===== config.mk =====
export PLATFORM = sky130hd
export DESIGN_NAME = ch_sample_ctrl
export DESIGN_NICKNAME = d
export VERILOG_FILES = /design/src/rtl/types_pkg.sv /design/src/rtl/ch_sample_ctrl_trig_stop_timer.sv /design/src/rtl/ch_sample_ctrl.sv
export SDC_FILE = /design/constraint.sdc
export NUM_CORES = 1
export LEC_CHECK = 0
export BUFFER_PORTS_ARGS = -buffer_cell sky130_fd_sc_hd__buf_2
export CORE_UTILIZATION = 40
export CTS_CLUSTER_DIAMETER = 30
export DETAILED_ROUTE_END_ITERATION = 6
export PLACE_DENSITY = 0.65
export SETUP_SLACK_MARGIN = 0.5
export SLEW_MARGIN = 0
export SYNTH_ARGS = -nofsm -noshare
export SYNTH_HDL_FRONTEND = slang
export SYNTH_SLANG_ARGS = --single-unit

===== constraint.sdc =====
create_clock -name clk -period 2.49 [get_ports clk]
set_input_delay 0.3735 -clock clk [delete_from_list [all_inputs] [get_ports clk]]
set_output_delay 0.3735 -clock clk [all_outputs]
set_load 0.05 [all_outputs]

===== src/rtl/types_pkg.sv =====
// Shared channel types: sequencer state encoding, sampling modes, SCA masks
// and the decode helpers used by the sequencer.
package types_pkg;

    localparam int unsigned STATE_W = 4;
    localparam int unsigned SCA_W   = 5;

    typedef logic [STATE_W-1:0] state_t;

    localparam state_t STATE_INIT            = 4'd0;
    localparam state_t STATE_STOPPED         = 4'd1;
    localparam state_t STATE_SAMPLING_A      = 4'd2;
    localparam state_t STATE_SAMPLING_B      = 4'd3;
    localparam state_t STATE_SAMPLING_C      = 4'd4;
    localparam state_t STATE_SAMPLING_D      = 4'd5;
    localparam state_t STATE_SAMPLING_E      = 4'd6;
    localparam state_t STATE_SAMPLING_A_AND_B = 4'd7;
    localparam state_t STATE_SAMPLING_C_AND_D = 4'd8;
    localparam state_t STATE_SAMPLING_ALL    = 4'd9;
    localparam state_t STATE_READOUT         = 4'd10;

    typedef enum logic [1:0] {
        MODE_SAMPLE1 = 2'b00,
        MODE_SAMPLE2 = 2'b01,
        MODE_RSVD    = 2'b10,
        MODE_SAMPLE4 = 2'b11
    } smode_t;

    // Write-enable mask ordered {E,D,C,B,A}
    typedef logic [SCA_W-1:0] sca_mask_t;

    typedef struct packed {
        logic   valid;
        state_t state;
    } smode_res_t;

    // Sampling states occupy a contiguous code range
    function automatic logic is_sampling(input state_t s);
        return (s >= STATE_SAMPLING_A) && (s <= STATE_SAMPLING_ALL);
    endfunction

    function automatic sca_mask_t state_to_sca_en(input state_t s);
        case (s)
            STATE_SAMPLING_A:       return 5'b00001;
            STATE_SAMPLING_B:       return 5'b00010;
            STATE_SAMPLING_C:       return 5'b00100;
            STATE_SAMPLING_D:       return 5'b01000;
            STATE_SAMPLING_E:       return 5'b10000;
            STATE_SAMPLING_A_AND_B: return 5'b00011;
            STATE_SAMPLING_C_AND_D: return 5'b01100;
            STATE_SAMPLING_ALL:     return 5'b01111;
            default:                return 5'b00000;
        endcase
    endfunction

    // Map an arm request onto a sampling state; valid=0 means reject
    function automatic smode_res_t smode_to_state(input smode_t m,
                                                  input logic [1:0] bank_sel,
                                                  input logic slow_sel);
        smode_res_t r;
        r.valid = 1'b1;
        r.state = STATE_STOPPED;
        case (m)
            MODE_SAMPLE1: begin
                if (slow_sel) begin
                    r.state = STATE_SAMPLING_E;
                end else begin
                    case (bank_sel)
                        2'd0:    r.state = STATE_SAMPLING_A;
                        2'd1:    r.state = STATE_SAMPLING_B;
                        2'd2:    r.state = STATE_SAMPLING_C;
                        default: r.state = STATE_SAMPLING_D;
                    endcase
                end
            end
            MODE_SAMPLE2: begin
                if (slow_sel) r.valid = 1'b0;
                else r.state = bank_sel[1] ? STATE_SAMPLING_C_AND_D : STATE_SAMPLING_A_AND_B;
            end
            MODE_SAMPLE4: begin
                if (slow_sel) r.valid = 1'b0;
                else r.state = STATE_SAMPLING_ALL;
            end
            default: r.valid = 1'b0;
        endcase
        return r;
    endfunction

endpackage


===== src/rtl/ch_sample_ctrl_trig_stop_timer.sv =====
// Trigger edge detect, saturating trigger counter and post-trigger stop
// countdown.
//   trigger_i    : synchronous trigger level
//   run_i        : sequencer is sampling and not being aborted this cycle
//   clr_i        : clear the trigger counter
//   cfg_load_i   : latch stop_delay_i (accepted arm)
//   trig_count_o : triggers seen since last clear
//   done_c_o     : combinational; sequencer must stop at the next edge
module trig_stop_timer #(
    parameter int unsigned TRIG_W = 8,
    parameter int unsigned DLY_W  = 8
) (
    input  logic              clk_i,
    input  logic              rst_n_i,
    input  logic              trigger_i,
    input  logic              run_i,
    input  logic              clr_i,
    input  logic              cfg_load_i,
    input  logic [DLY_W-1:0]  stop_delay_i,
    output logic [TRIG_W-1:0] trig_count_o,
    output logic              done_c_o
);

    logic              trig_prev_q;
    logic [TRIG_W-1:0] count_q, count_d;
    logic [DLY_W-1:0]  dly_q, dly_d;
    logic [DLY_W-1:0]  cd_q, cd_d;
    logic              active_q, active_d;
    logic              hit_c;
    logic              start_c;

    assign hit_c   = trigger_i & ~trig_prev_q & run_i;
    assign start_c = hit_c & ~active_q;

    // Zero delay stops straight from the edge cycle; otherwise the
    // countdown is preloaded with delay-1 so it expires on the same edge.
    assign done_c_o = run_i & ((start_c & (dly_q == '0)) | (active_q & (cd_q == '0)));

    always_comb begin
        count_d  = count_q;
        dly_d    = dly_q;
        cd_d     = cd_q;
        active_d = active_q;

        if (cfg_load_i) dly_d = stop_delay_i;

        if (clr_i) begin
            count_d = '0;
        end else if (hit_c && (count_q != '1)) begin
            count_d = count_q + TRIG_W'(1);
        end

        if (!run_i || done_c_o) begin
            active_d = 1'b0;
            cd_d     = '0;
        end else if (start_c) begin
            active_d = 1'b1;
            cd_d     = dly_q - DLY_W'(1);
        end else if (active_q) begin
            cd_d = cd_q - DLY_W'(1);
        end
    end

    always_ff @(posedge clk_i) begin
        if (!rst_n_i) begin
            trig_prev_q <= 1'b0;
            count_q     <= '0;
            dly_q       <= '0;
            cd_q        <= '0;
            active_q    <= 1'b0;
        end else begin
            trig_prev_q <= trigger_i;
            count_q     <= count_d;
            dly_q       <= dly_d;
            cd_q        <= cd_d;
            active_q    <= active_d;
        end
    end

    assign trig_count_o = count_q;

endmodule


===== src/rtl/ch_sample_ctrl.sv =====
// Per-channel sampling sequencer: owns the channel state, drives SCA bank
// write enables, coarse counter enable/clear, trigger counting and the
// readout load/shift strobes.
//   arm/disarm/clear/readout_req : command pulses
//   trigger                      : synchronous trigger level
//   mode/bank_sel/slow_sel       : sampling configuration used on arm
//   stop_delay                   : cycles from trigger edge to stop
//   state, sca_en, cnt_en, cnt_clr, ro_load, shift_en : decode of state
//   trig_count                   : saturating trigger count
//   cfg_err                      : one-cycle pulse on a rejected arm
module ch_sample_ctrl
    import types_pkg::*;
#(
    parameter int unsigned TRIG_W    = 8,
    parameter int unsigned DLY_W     = 8,
    parameter int unsigned SHIFT_LEN = 32
) (
    input  logic              clk,
    input  logic              rst_n,
    input  logic              arm,
    input  logic              disarm,
    input  logic              clear,
    input  logic              readout_req,
    input  logic              trigger,
    input  logic [1:0]        mode,
    input  logic [1:0]        bank_sel,
    input  logic              slow_sel,
    input  logic [DLY_W-1:0]  stop_delay,
    output logic [3:0]        state,
    output logic [4:0]        sca_en,
    output logic              cnt_en,
    output logic              cnt_clr,
    output logic [TRIG_W-1:0] trig_count,
    output logic              ro_load,
    output logic              shift_en,
    output logic              cfg_err
);

    localparam int unsigned RO_CNT_W = $clog2(SHIFT_LEN + 1);

    state_t              state_q, state_d;
    logic [RO_CNT_W-1:0] ro_cnt_q, ro_cnt_d;
    logic                cfg_err_q, cfg_err_d;
    logic                cfg_load_c;
    logic                run_c;
    logic                clr_c;
    logic                done_c;
    smode_res_t          arm_res_c;

    assign arm_res_c = smode_to_state(smode_t'(mode), bank_sel, slow_sel);

    // An abort in the same cycle suppresses trigger counting
    assign run_c = is_sampling(state_q) & ~clear & ~disarm;
    assign clr_c = (state_q == STATE_INIT) | (state_d == STATE_INIT);

    trig_stop_timer #(
        .TRIG_W (TRIG_W),
        .DLY_W  (DLY_W)
    ) u_timer (
        .clk_i        (clk),
        .rst_n_i      (rst_n),
        .trigger_i    (trigger),
        .run_i        (run_c),
        .clr_i        (clr_c),
        .cfg_load_i   (cfg_load_c),
        .stop_delay_i (stop_delay),
        .trig_count_o (trig_count),
        .done_c_o     (done_c)
    );

    // Next-state logic
    always_comb begin
        state_d    = state_q;
        ro_cnt_d   = '0;
        cfg_err_d  = 1'b0;
        cfg_load_c = 1'b0;
        case (state_q)
            STATE_INIT: state_d = STATE_STOPPED;
            STATE_STOPPED: begin
                if (clear) begin
                    state_d = STATE_INIT;
                end else if (arm) begin
                    if (arm_res_c.valid) begin
                        state_d    = arm_res_c.state;
                        cfg_load_c = 1'b1;
                    end else begin
                        cfg_err_d = 1'b1;
                    end
                end else if (readout_req) begin
                    state_d = STATE_READOUT;
                end
            end
            STATE_READOUT: begin
                if (clear) begin
                    state_d = STATE_INIT;
                end else if (ro_cnt_q == RO_CNT_W'(SHIFT_LEN)) begin
                    state_d = STATE_STOPPED;
                end else begin
                    ro_cnt_d = ro_cnt_q + RO_CNT_W'(1);
                end
            end
            default: begin
                if (is_sampling(state_q)) begin
                    if (clear)                 state_d = STATE_INIT;
                    else if (disarm || done_c) state_d = STATE_STOPPED;
                end else begin
                    state_d = STATE_INIT;
                end
            end
        endcase
    end

    always_ff @(posedge clk) begin
        if (!rst_n) begin
            state_q   <= STATE_INIT;
            ro_cnt_q  <= '0;
            cfg_err_q <= 1'b0;
        end else begin
            state_q   <= state_d;
            ro_cnt_q  <= ro_cnt_d;
            cfg_err_q <= cfg_err_d;
        end
    end

    // Outputs decode directly from the state register
    assign state    = state_q;
    assign sca_en   = state_to_sca_en(state_q);
    assign cnt_en   = is_sampling(state_q);
    assign cnt_clr  = (state_q == STATE_INIT);
    assign ro_load  = (state_q == STATE_READOUT) && (ro_cnt_q == '0);
    assign shift_en = (state_q == STATE_READOUT) && (ro_cnt_q != '0);
    assign cfg_err  = cfg_err_q;

endmodule

* Word level (Yosys, flattened, before mapping)
Memories as Yosys holds them, arrays and structs flattened. A register that Yosys moved wholly into a read port is not among the register bits.
Index checks and enable logic that the tools add are counted.
** Storage, ports and cells
- Bits in registers :: 37
- Output and inout port bits :: 22
- Logic and storage cells :: 88
- Memory bits (read-only) :: 80
- Input port bits :: 20
- Memories :: 1
** Memory list
- (no name shown) :: words 16, bits a word 5, rd ports 1, clocked after Yosys merged registers in 1, write ports 0, line types_pkg.sv:43 : case (s)
** Cells by class
- Reductions and logical operators :: 21
- Bitwise logic cells :: 18
- Equality and inequality tests :: 8
- Add/sub/neg operators :: 4
- Muxes and demuxes :: 26
- Order comparisons :: 2
** Operator list (number)
- 2-to-1 mux 4 bit :: 14
- case mux 4 bit (3 select lines) :: 2
- zero test 8 bit :: 2
- 2-to-1 mux 8 bit :: 2
- subtractor 8 x 1 -> 8 bit (second input constant) :: 2
- case mux 3 bit (3 select lines) :: 1
- adder 8 x 1 -> 8 bit (second input constant) :: 1
- bitwise AND 1 bit :: 8
- zero test 4 bit :: 2
- != test 8 bit (second input constant) :: 1
- inverter 1 bit :: 8
- OR reduction 4 bit :: 2
- adder 6 x 1 -> 6 bit (second input constant) :: 1
- == test 6 bit (second input constant) :: 1
- zero test 6 bit :: 1
- 2-to-1 mux 1 bit :: 6
- nonzero test 6 bit :: 1
- OR reduction 2 bit :: 3
- == test 2 x 1 -> 1 bit (second input constant) :: 2
- == test 2 bit (second input constant) :: 2
- == test 4 x 1 -> 1 bit (second input constant) :: 1
- == test 4 bit (second input constant) :: 1
- greater-or-equal comparator 4 x 2 -> 1 bit (second input constant) :: 1
- <= comparator 4 bit (second input constant) :: 1
- 7 further kinds :: 13

* Depth between registers and ports, before layout
Gate-level depths: netlist of run 1.
- Depth after elaboration :: 17
- Depth in mapped cells :: 10
- Depth with buffers taken out :: 8

* By module
From an unflattened synthesis of run 1, not the netlist that was laid out.
** Unflattened totals
- Cell total of the unflattened synthesis :: 262
- Area total of the unflattened synthesis :: 2366.0 sq um
** Modules (own cells, without submodules)
- trig_stop_timer :: times used 1, cells an instance 154, area each 1407.6 sq um
- ch_sample_ctrl :: times used 1, cells an instance 108, area each 958.4 sq um

* Worst setup path before layout of run 1
OpenSTA, ideal clock, no wires.
- Kind :: flip-flop to output port
- Start point :: register state_q[3], in the netlist state[3]
- End point :: output ro_load
- Arrival time :: 2.313 ns
- Path slack :: -0.197 ns
- Stages on the path, launching flop included :: 5
- Required time :: 2.117 ns
- Cells stage by stage :: dfxtp_1 clkbuf_1 nor3b_1 nand2_1 nor3_1
** Between the ends
- Cells in the longest elaborated chain, start to end :: 2
** RTL lines
- start, declared :: line ch_sample_ctrl.sv:41 : state_t state_q, state_d;
- start signal, assigned :: line ch_sample_ctrl.sv:119 : state_q <= state_d;
- == test 4 bit :: line ch_sample_ctrl.sv:130 : assign ro_load = (state_q == STATE_READOUT) && (ro_cnt_q == '0);
- logical AND 1 bit :: line ch_sample_ctrl.sv:130
- end, declared :: line ch_sample_ctrl.sv:34 : output logic ro_load,
No other way between the ends.

* Final worst setup path of run 1
- Start point :: register state_q[3], in the netlist state[3]
- End point :: register u_timer.cd_q[6]
** Between the ends
- Cells in the longest elaborated chain, start to end :: 11
- Elaborated cells between the ends (all ways) :: 15
- Classes of those cells :: order compare: 2; mux: 1; bitwise: 7; reduce/logical: 5
** RTL lines
- greater-or-equal comparator 4 x 2 -> 1 bit or <= comparator 4 bit (tied branches) :: line types_pkg.sv:39 : return (s >= STATE_SAMPLING_A) && (s <= STATE_SAMPLING_ALL);
- logical AND 1 bit (*) :: line types_pkg.sv:39
- bitwise AND 1 bit (*) (2 in series) :: line ch_sample_ctrl.sv:53 : assign run_c = is_sampling(state_q) & ~clear & ~disarm;
- bitwise AND 1 bit :: line ch_sample_ctrl_trig_stop_timer.sv:32 : assign hit_c = trigger_i & ~trig_prev_q & run_i;
- bitwise AND 1 bit :: line ch_sample_ctrl_trig_stop_timer.sv:33 : assign start_c = hit_c & ~active_q;
- bitwise AND 1 bit :: line ch_sample_ctrl_trig_stop_timer.sv:37 : assign done_c_o = run_i & ((start_c & (dly_q == '0)) | (active_q & (cd_q == '0)));
- OR 1 bit :: line ch_sample_ctrl_trig_stop_timer.sv:37
- bitwise AND 1 bit :: line ch_sample_ctrl_trig_stop_timer.sv:37
- logical OR 1 bit :: line ch_sample_ctrl_trig_stop_timer.sv:53 : if (!run_i || done_c_o) begin
- OR reduction 2 bit (no line)
- end signal, assigned :: line ch_sample_ctrl_trig_stop_timer.sv:69 : cd_q <= '0;
- end signal, assigned :: line ch_sample_ctrl_trig_stop_timer.sv:75 : cd_q <= cd_d;
- end, declared :: line ch_sample_ctrl_trig_stop_timer.sv:27 : logic [DLY_W-1:0] cd_q, cd_d;
Every way passes the cells marked *; elsewhere a longest branch is shown, timed or not.
A chain may end at the register's enable or synchronous reset.

==> results of run 1 <==
worst max path at each step:
stage / from / end / slack, ns / cells past startpoint
6_report: state[3]$_SDFF_PN0_ / u_timer.cd_q[6]$_SDFFE_PP0P_ / 0.26 / 9
5_1_grt: state[2]$_SDFF_PN0_ / u_timer.cd_q[2]$_SDFFE_PP0P_ / 0.16 / 11
4_1_cts: u_timer.dly_q[4]$_SDFFE_PN0P_ / u_timer.trig_count_o[6]$_SDFFE_PP0P_ / 0.29 / 7
3_5_place_dp: disarm / u_timer.cd_q[6]$_SDFFE_PP0P_ / 0.08 / 10
3_3_place_gp: disarm / u_timer.cd_q[6]$_SDFFE_PP0P_ / 0.14 / 10
2_1_floorplan: clear / u_timer.trig_count_o[6]$_SDFFE_PP0P_ / 0.18 / 9
state kept, by name, indices dropped and copies added, names as in the netlist:
name,count
state,4
u_timer.active_q,1
u_timer.trig_prev_q,1
u_timer.trig_count_o,8
ro_cnt_q,6
u_timer.dly_q,8
sca_en,5
cfg_err,1
u_timer.cd_q,8
per-stage QoR:
stage | hold WS, ns | util (%)
3_5_place_dp | 0.451 | 49.7
6_report | 0.306 | 58.6
2_1_floorplan | 0.426 | -
4_1_cts | 0.300 | 55.5
3_3_place_gp | 0.449 | 49.7
5_1_grt | 0.296 | 58.6
metal layers:
layer  vias to the layer above  global-route usage [%]  routed length (um)
met5                         -                       0                   0
met4                         0                    6.55                  97
met3                        12                    4.37                 397
met2                        93                    32.5                2990
met1                      1100                    26.4                2790
li1                       1158                       -                   -
cell type report:
cell class,count,area [sq um]
flip-flops and latches,42,856
inverters,7,28.8
well taps,72,90.1
fillers,506,2320
clock inverters,3,21.3
repair buffers,82,576
multi-input cells,219,1650
clock buffers,5,68.8
tightest hold or removal path, delay by kind of cell:
| kind | cells | cell delay (ns) |
|---|---|---|
| muxes | 1 | 0.05 |
| buffers and inverters | 1 | 0.08 |
| and+or+nand+nor | 1 | 0.07 |
timing repair:
item	CTS	global route
setup buffers	15	7
setup endpoints to repair	22	35
gates resized for setup	34	34
hold endpoints to repair	0	0
pin swaps	16	16
logic make-up (layout without fill, tap and decap cells):
family                     after synthesis  in the layout
buffers and inverters                   20             97
adders and majority gates                4              4
AOI/OAI and AO/OA                       47             47
xor gates and xnor gates                19             19
and+or+nand+nor                        132            132
DFF                                     42             42
muxes                                   17             17
where the power goes:
part	total, W	internal (W)	switching [W]
registers	0.000687	0.000680	0.00000710
logic	0.000243	0.000102	0.000141
clock network	0.000448	0.000197	0.000251
total	0.00138	0.000978	0.000399
layout by cell type (no fill, tap or decap), types with 6 or more instances in the layout:
master   count
buf_2       37
buf_4       30
buf_6       14
dfxtp_1     34
dfxtp_2      6
mux2i_1     15
nand2_1     11
nand3_1      7
nor2_1      39
nor2_2       9
nor2b_1     10
nor3_1       8
o21ai_0      8
xnor2_1      8
xor2_1      10
==> metrics.txt, run 1 <==
status finished, final reports clean; RSZ-0062 raised after global routing yes; share of the synthesized area in the top cell type 35.3%; Port Buffers 41; CTS buffer count 5; # Max-Cap Violations 0; worst min path class input port to register; mean post-synth cell area 8.48 sq um; Syn Inst Count 281; FF-to-FF End u_timer.cd_q[6]$_SDFFE_PP0P_; count leader, synth nor2_1; delay-heaviest family, CP simple AND/OR/NAND/NOR gates; Setup Crit Path Kind register to register; post-layout min period 2.23 ns; Worst Hold End u_timer.dly_q[7]$_SDFFE_PN0P_; clock root buffer clkbuf_8; Slew @ Worst Pin 0.510 ns; vias per cell 5.50; vias in the first global route 2154; clock buffer depth 2; Tcrit/Tclk final 89.6%; post-synthesis mux area share 7.14%; die width 79.2 um; Synth Register Bits 42; max-slew violations 0; pre-CTS WS 0.0836 ns; post-synthesis cell type count 48; Synth area leaders dfxtp_1, nor2_1, mux2i_1; RePlAce Congestion 0.862; Synth Net Count 305; Die Y-Extent 79.2 um; initial antenna violation count 0; CTS H-tree lvls 2; Max Freq 448 MHz; placed inst area 0.00279 sq mm; Post-synth top cells nor2_1, dfxtp_1, mux2i_1; Worst Path Buf+Inv 3; WP data required 2.72 ns; worst hold start stop_delay[7]; Routed Antenna Nets 0; crit path DAT 2.46 ns; hold_buf cts 0; largest net degree at the start of global routing 15; area delta synth->final 38.0%; final instance area 0.00329 sq mm; Tot GR Track Use 20.1%; Worst Skew 0.00758 ns; Cell Chain, Critical Path or3_4 -> and4b_2 -> a21boi_4 -> buf_6 -> buf_6 -> buf_6 -> nand3_2 -> or3_1 -> o22ai_1; Ant. Diodes 0; CTS clock-pin slew for the worst setup and hold paths 0.09 ns; slowest cell on the critical path or3_4; maximum VDD drop 0.000330 V; full die area 0.00627 sq mm; post-synthesis adder-cell area fraction 2.10%; LEAKAGE 1.40 nW; Core ar. 0.00561 sq mm; TritonCTS Sinks 42; slew margin rel. 66.0%; XOR/XNOR share of the synthesized area 6.99%; Initial Util 42.5%; Pwr Total 0.00138 W; Worst R2R Path Depth 9; CTS tree built; WL/cell 14.6 um; DR pass1 iterations 5; fin nets 381; Cells after DPL 400; # DRC 0; Synth area leader dfxtp_1; EDFF count, synth 0; Layout Cells excl Fill 430; first-pass GRT wire length 10000 um; Syn. warnings 0; Detailed Route Iter0 Violations 129; final setup margin 0.258 ns; slowest stage delay, CP 0.38 ns; share of layout cells above drive strength 1 41.6%; Synth Cell Area 0.00238 sq mm; Post-Synth Simple-Gate Area 29.1%; Reg-to-Reg Start state[3]$_SDFF_PN0_; detailed placement HPWL 4140 um; Hold Vio Cnt, Final 0; Setup Viol. Count Final 0; # IOs 42; Post-Route WL 6270 um; worst-path maximum fanout 6; asr flop ratio synth 0%; worst hold stages 3; largest family of logic cells by synthesized area simple AND/OR/NAND/NOR gates; Post-synth top flop dfxtp_1; GRT overflow 0; sequential area share after synthesis 35.3%; FP Rows 27; compound-cell area share of the yosys netlist 15.4%; Top cell by count, worst path buf_6; CP endpoint kind register; r2r setup slk 0.26 ns; Setup TNS 0 ns; vias post-DR 2363; Power Dens Cells 419 mW/mm^2; Worst-Skew Late Latency 0.30 ns; Worst setup SP type register
(Power assumes the default switching activity.)
==> run 2, diff against run 1 <==
- MAX_ROUTING_LAYER: unset -> met4
==> metrics.txt, run 2 (synthesized netlist as in run 1, its figures left out) <==
vias post-DR 2347; Setup Viol. Count Final 0; Ant. Diodes 0; RSZ-0062 raised after global routing yes; WL/cell 14.6 um; Storage cell area 856 sq um; area delta synth->final 37.3%; Power Dens Cells 423 mW/mm^2; full die area 0.00627 sq mm; GRT overflow 0; max-slew violations 0; clock share of power 32.6%; Slew @ Worst Pin 0.403 ns; fillers 505; P_sw 0.000404 W; detailed placement HPWL 4140 um; DR pass1 iterations 4; slew margin rel. 72.4%; Worst Path Buf+Inv 3; sequential power share 49.6%; # Max-Cap Violations 0; CTS tree built; clock buffer depth 2; Comb pwr share 17.8%; post-layout min period 2.21 ns; first-pass GRT wire length 10000 um; slowest stage delay, CP 0.37 ns; RePlAce Congestion 0.876; vias in the first global route 2156; Worst Skew 0.00660 ns; Max Freq 452 MHz; Cell Chain, Critical Path or3_4 -> and4b_2 -> a21boi_4 -> buf_6 -> buf_6 -> buf_6 -> nand3_4 -> or3_1 -> o22ai_1; final instance area 0.00327 sq mm; pre-CTS WS 0.0836 ns; CTS H-tree lvls 2; Tot GR Track Use 20.6%; Setup TNS 0 ns; Detailed Route Iter0 Violations 109; FP Rows 27; Post-Route WL 6250 um; most common cell after layout, fill and taps aside nor2_1; # DRC 0; delay-heaviest family, CP simple AND/OR/NAND/NOR gates; Worst-Skew Late Latency 0.30 ns; internal power 0.000980 W; CTS buffer count 5; switch share 29.2%; slowest cell on the critical path or3_1; Die Y-Extent 79.2 um; worst min path class input port to register; crit path DAT 2.45 ns; clock root buffer clkbuf_8; Initial Util 42.5%; Setup Crit Path Kind register to register; # IOs 42; Port Buffers 41; worst-path maximum fanout 6; TritonCTS Sinks 42; Top cell by count, worst path buf_6; WHS 0.303 ns; final setup margin 0.276 ns; vias per cell 5.48; Worst setup SP type register; largest net degree at the start of global routing 15; share of layout cells above drive strength 1 40.2%; placed inst area 0.00279 sq mm; Core ar. 0.00561 sq mm; Hold Vio Cnt, Final 0; area occupied by multi-input gates 0.00166 sq mm; maximum VDD drop 0.000329 V; die width 79.2 um; initial antenna violation count 0; fin nets 379; CP endpoint kind register; WP data required 2.72 ns; LEAKAGE 1.38 nW; commonest non-fill, non-tap cells in the layout nor2_1, buf_2, dfxtp_1, buf_4, mux2i_1; Tcrit/Tclk final 88.9%; status finished, final reports clean; CTS clock-pin slew for the worst setup and hold paths 0.09 ns; Routed Antenna Nets 0
[run 2: what timing repair did]
| item | in CTS | in global routing |
|---|---|---|
| cloned | 0 | 0 |
| endpoints found under the setup margin | 22 | 35 |
| pin swaps | 16 | 13 |
| buffers inserted | 15 | 5 |
| resized for setup | 34 | 29 |
| hold buffers | 0 | 0 |
| hold endpoints to repair | 0 | 0 |
[run 2: cell type report]
class	count	area share, %
repair buffers	80	16.7
flip-flops and latches	42	26.2
clock inverters	3	0.650
inverters	7	0.803
well taps	72	2.75
multi-input cells	219	50.8
clock buffers	5	2.10
[run 2: stage by stage]
stage | instances | power [W] | utilization [%]
final | 428 | 0.00138 | 58.3
after global routing | 428 | 0.00144 | 58.3
after CTS | 423 | 0.00138 | 55.5
after detailed placement | 400 | 0.000904 | 49.7
after global placement | 400 | 0.000903 | 49.7
after floorplan | 281 | 0.000844 | -
[run 2: layer usage]
metal / routed length (um) / up-vias / global-route usage [%]
met4: 136 / 0 / 6.55
met5: 0 / - / -
met3: 363 / 15 / 4.25
met1: 2750 / 1097 / 26.2
li1: - / 1155 / -
met2: 2990 / 80 / 32.8
[run 2: path summary, 6_finish.rpt]
check / from / to / cells after the start / slack [ns]
worst max-delay path: state[2]$_SDFF_PN0_ / u_timer.cd_q[6]$_SDFFE_PP0P_ / 9 / 0.28
worst min-delay path: stop_delay[5] / u_timer.dly_q[5]$_SDFFE_PN0P_ / 3 / 0.30
worst min register to register: u_timer.cd_q[7]$_SDFFE_PP0P_ / u_timer.cd_q[7]$_SDFFE_PP0P_ / 2 / 0.50
worst max register to register: state[2]$_SDFF_PN0_ / u_timer.cd_q[6]$_SDFFE_PP0P_ / 9 / 0.28
[run 2: worst min-delay path: cells and delay by family]
family / cells / cell delay, ns
buf+inv: 1 / 0.07
simple gates: 1 / 0.07
mux: 1 / 0.05
[run 2: power by group through the flow]
stage	Combinational, W	Clock (W)	Sequential (W)
final	0.000247	0.000450	0.000687
after global routing	0.000263	0.000491	0.000688
after CTS	0.000227	0.000464	0.000686
after detailed placement	0.000200	0	0.000704
after global placement	0.000198	0	0.000704
after floorplan	0.000117	0	0.000727
==> run 3, diff against run 2 <==
- REMOVE_ABC_BUFFERS: unset -> 1
==> metrics.txt, run 3 (synthesized netlist as in run 1, its figures left out) <==
most common cell after layout, fill and taps aside nor2_1; switch share 28.8%; post-layout min period 2.23 ns; clock root buffer clkbuf_8; worst min path class input port to register; r2r setup slk 0.26 ns; first-pass GRT wire length 9600 um; hold_buf cts 0; Cell Chain, Critical Path or4_4 -> nor3_4 -> a21boi_4 -> a221o_1 -> o41ai_4 -> buf_6 -> a311oi_1; Tot GR Track Use 19.8%; maximum VDD drop 0.000416 V; Hold Vio Cnt, Final 0; largest net degree at the start of global routing 15; CTS H-tree lvls 2; Worst-Skew Late Latency 0.29 ns; WHS 0.307 ns; CTS buffer count 5; status finished, final reports clean; DR pass1 iterations 4; worst-path maximum fanout 8; Routed Antenna Nets 0; met1 usage 25.1%; Die Y-Extent 79.2 um; internal power 0.000974 W; CTS tree built; crit path DAT 2.39 ns; area delta synth->final 31.7%; Worst Skew 0.00825 ns; Worst setup SP type register; placed inst area 0.00277 sq mm; TritonCTS Sinks 42; clock buffer depth 2; Setup Crit Path Kind register to register; clock share of power 32.5%; vias per cell 5.37; CTS clock-pin slew for the worst setup and hold paths 0.09 ns; final instance area 0.00314 sq mm; Worst Path Buf+Inv 1; delay-heaviest family, CP compound AO/OA/AOI/OAI gates; # Max-Cap Violations 0; Core ar. 0.00561 sq mm; Post-Route WL 5820 um; die width 79.2 um; GRT overflow 0; # DRC 0; initial antenna violation count 0; Initial Util 42.5%; Port Buffers 41; Ant. Diodes 0; met3 track demand over resource 3.91%; WL/cell 13.8 um; commonest non-fill, non-tap cells in the layout nor2_1, buf_2, dfxtp_1, buf_4, mux2i_1; Max Freq 448 MHz; vias post-DR 2265; # IOs 42; sequential power share 50.3%; WP data required 2.65 ns; grt peak-use layer met2; Detailed Route Iter0 Violations 129; P_sw 0.000395 W; met2 usage 32.1%; RePlAce Congestion 0.956; max-slew violations 0; slowest cell on the critical path or4_4; detailed placement HPWL 4110 um; share of layout cells above drive strength 1 33.1%; Setup Viol. Count Final 0; CP endpoint kind register; vias in the first global route 2079; full die area 0.00627 sq mm; RSZ-0062 raised after global routing yes; slew margin rel. 63.2%; Comb pwr share 17.2%; LEAKAGE 1.35 nW; FP Rows 27; Tcrit/Tclk final 89.6%; slowest stage delay, CP 0.56 ns; Slew @ Worst Pin 0.552 ns; Power Dens Cells 436 mW/mm^2; fin nets 373
-- run 3: cell count changes in the layout (fill, tap and decap cells not counted), sizes merged --
cell and delta:
buf -6
-- run 3: cell type report --
type	instances	area, sq um
well taps	72	90.1
multi-input cells	219	1590
clock inverters	3	21.3
repair buffers	74	490
flip-flops and latches	42	850
inverters	7	26.3
fillers	529	2470
clock buffers	5	68.8
-- run 3: final timing paths --
kind                                                     from                                    to  cells after the start
worst max-delay path            u_timer.dly_q[4]$_SDFFE_PN0P_  u_timer.trig_count_o[6]$_SDFFE_PP0P_                      7
worst min-delay path                            stop_delay[3]         u_timer.dly_q[3]$_SDFFE_PN0P_                      3
worst max register to register  u_timer.dly_q[4]$_SDFFE_PN0P_  u_timer.trig_count_o[6]$_SDFFE_PP0P_                      7
worst min register to register   u_timer.cd_q[7]$_SDFFE_PP0P_          u_timer.cd_q[7]$_SDFFE_PP0P_                      2
-- run 3: metrics by stage --
stage	utilization (%)	power, W	instances	TNS, ns	setup WS (ns)
floorplan	-	0.000830	268	-3.27	-0.342
global placement	49.4	0.000901	402	0	0.151
detailed placement	49.4	0.000903	402	0	0.00726
CTS	54.2	0.00137	419	0	0.245
global route	56.0	0.00143	422	0	0.158
finish	56.0	0.00137	422	0	0.258
-- run 3: worst min-delay path: stages --
cell	delay, ns
buf_2	0.07
mux2i_1	0.05
nor2_1	0.07
-- run 3: metal layers --
| metal | up-vias | part of all wire (%) | wire length, um |
|---|---|---|---|
| li1 | 1145 | - | - |
| met1 | 1066 | 48 | 2790 |
| met2 | 48 | 47 | 2740 |
| met3 | 6 | 4.1 | 237 |
| met4 | 0 | 1.0 | 59 |
| met5 | - | 0 | 0 |
-- run 3: repair_timing --
| action | 4_1_cts | 5_1_grt |
|---|---|---|
| setup endpoints to repair | 22 | 35 |
| buffers inserted | 9 | 3 |
| pin swaps | 8 | 8 |
| resized for setup | 27 | 22 |
-- run 3: power by group through the flow --
stage	Combinational [W]	Sequential, W	Clock, W
global route	0.000252	0.000689	0.000493
finish	0.000236	0.000688	0.000444
detailed placement	0.000200	0.000703	0
floorplan	0.000102	0.000728	0
CTS	0.000222	0.000687	0.000457
global placement	0.000198	0.000703	0
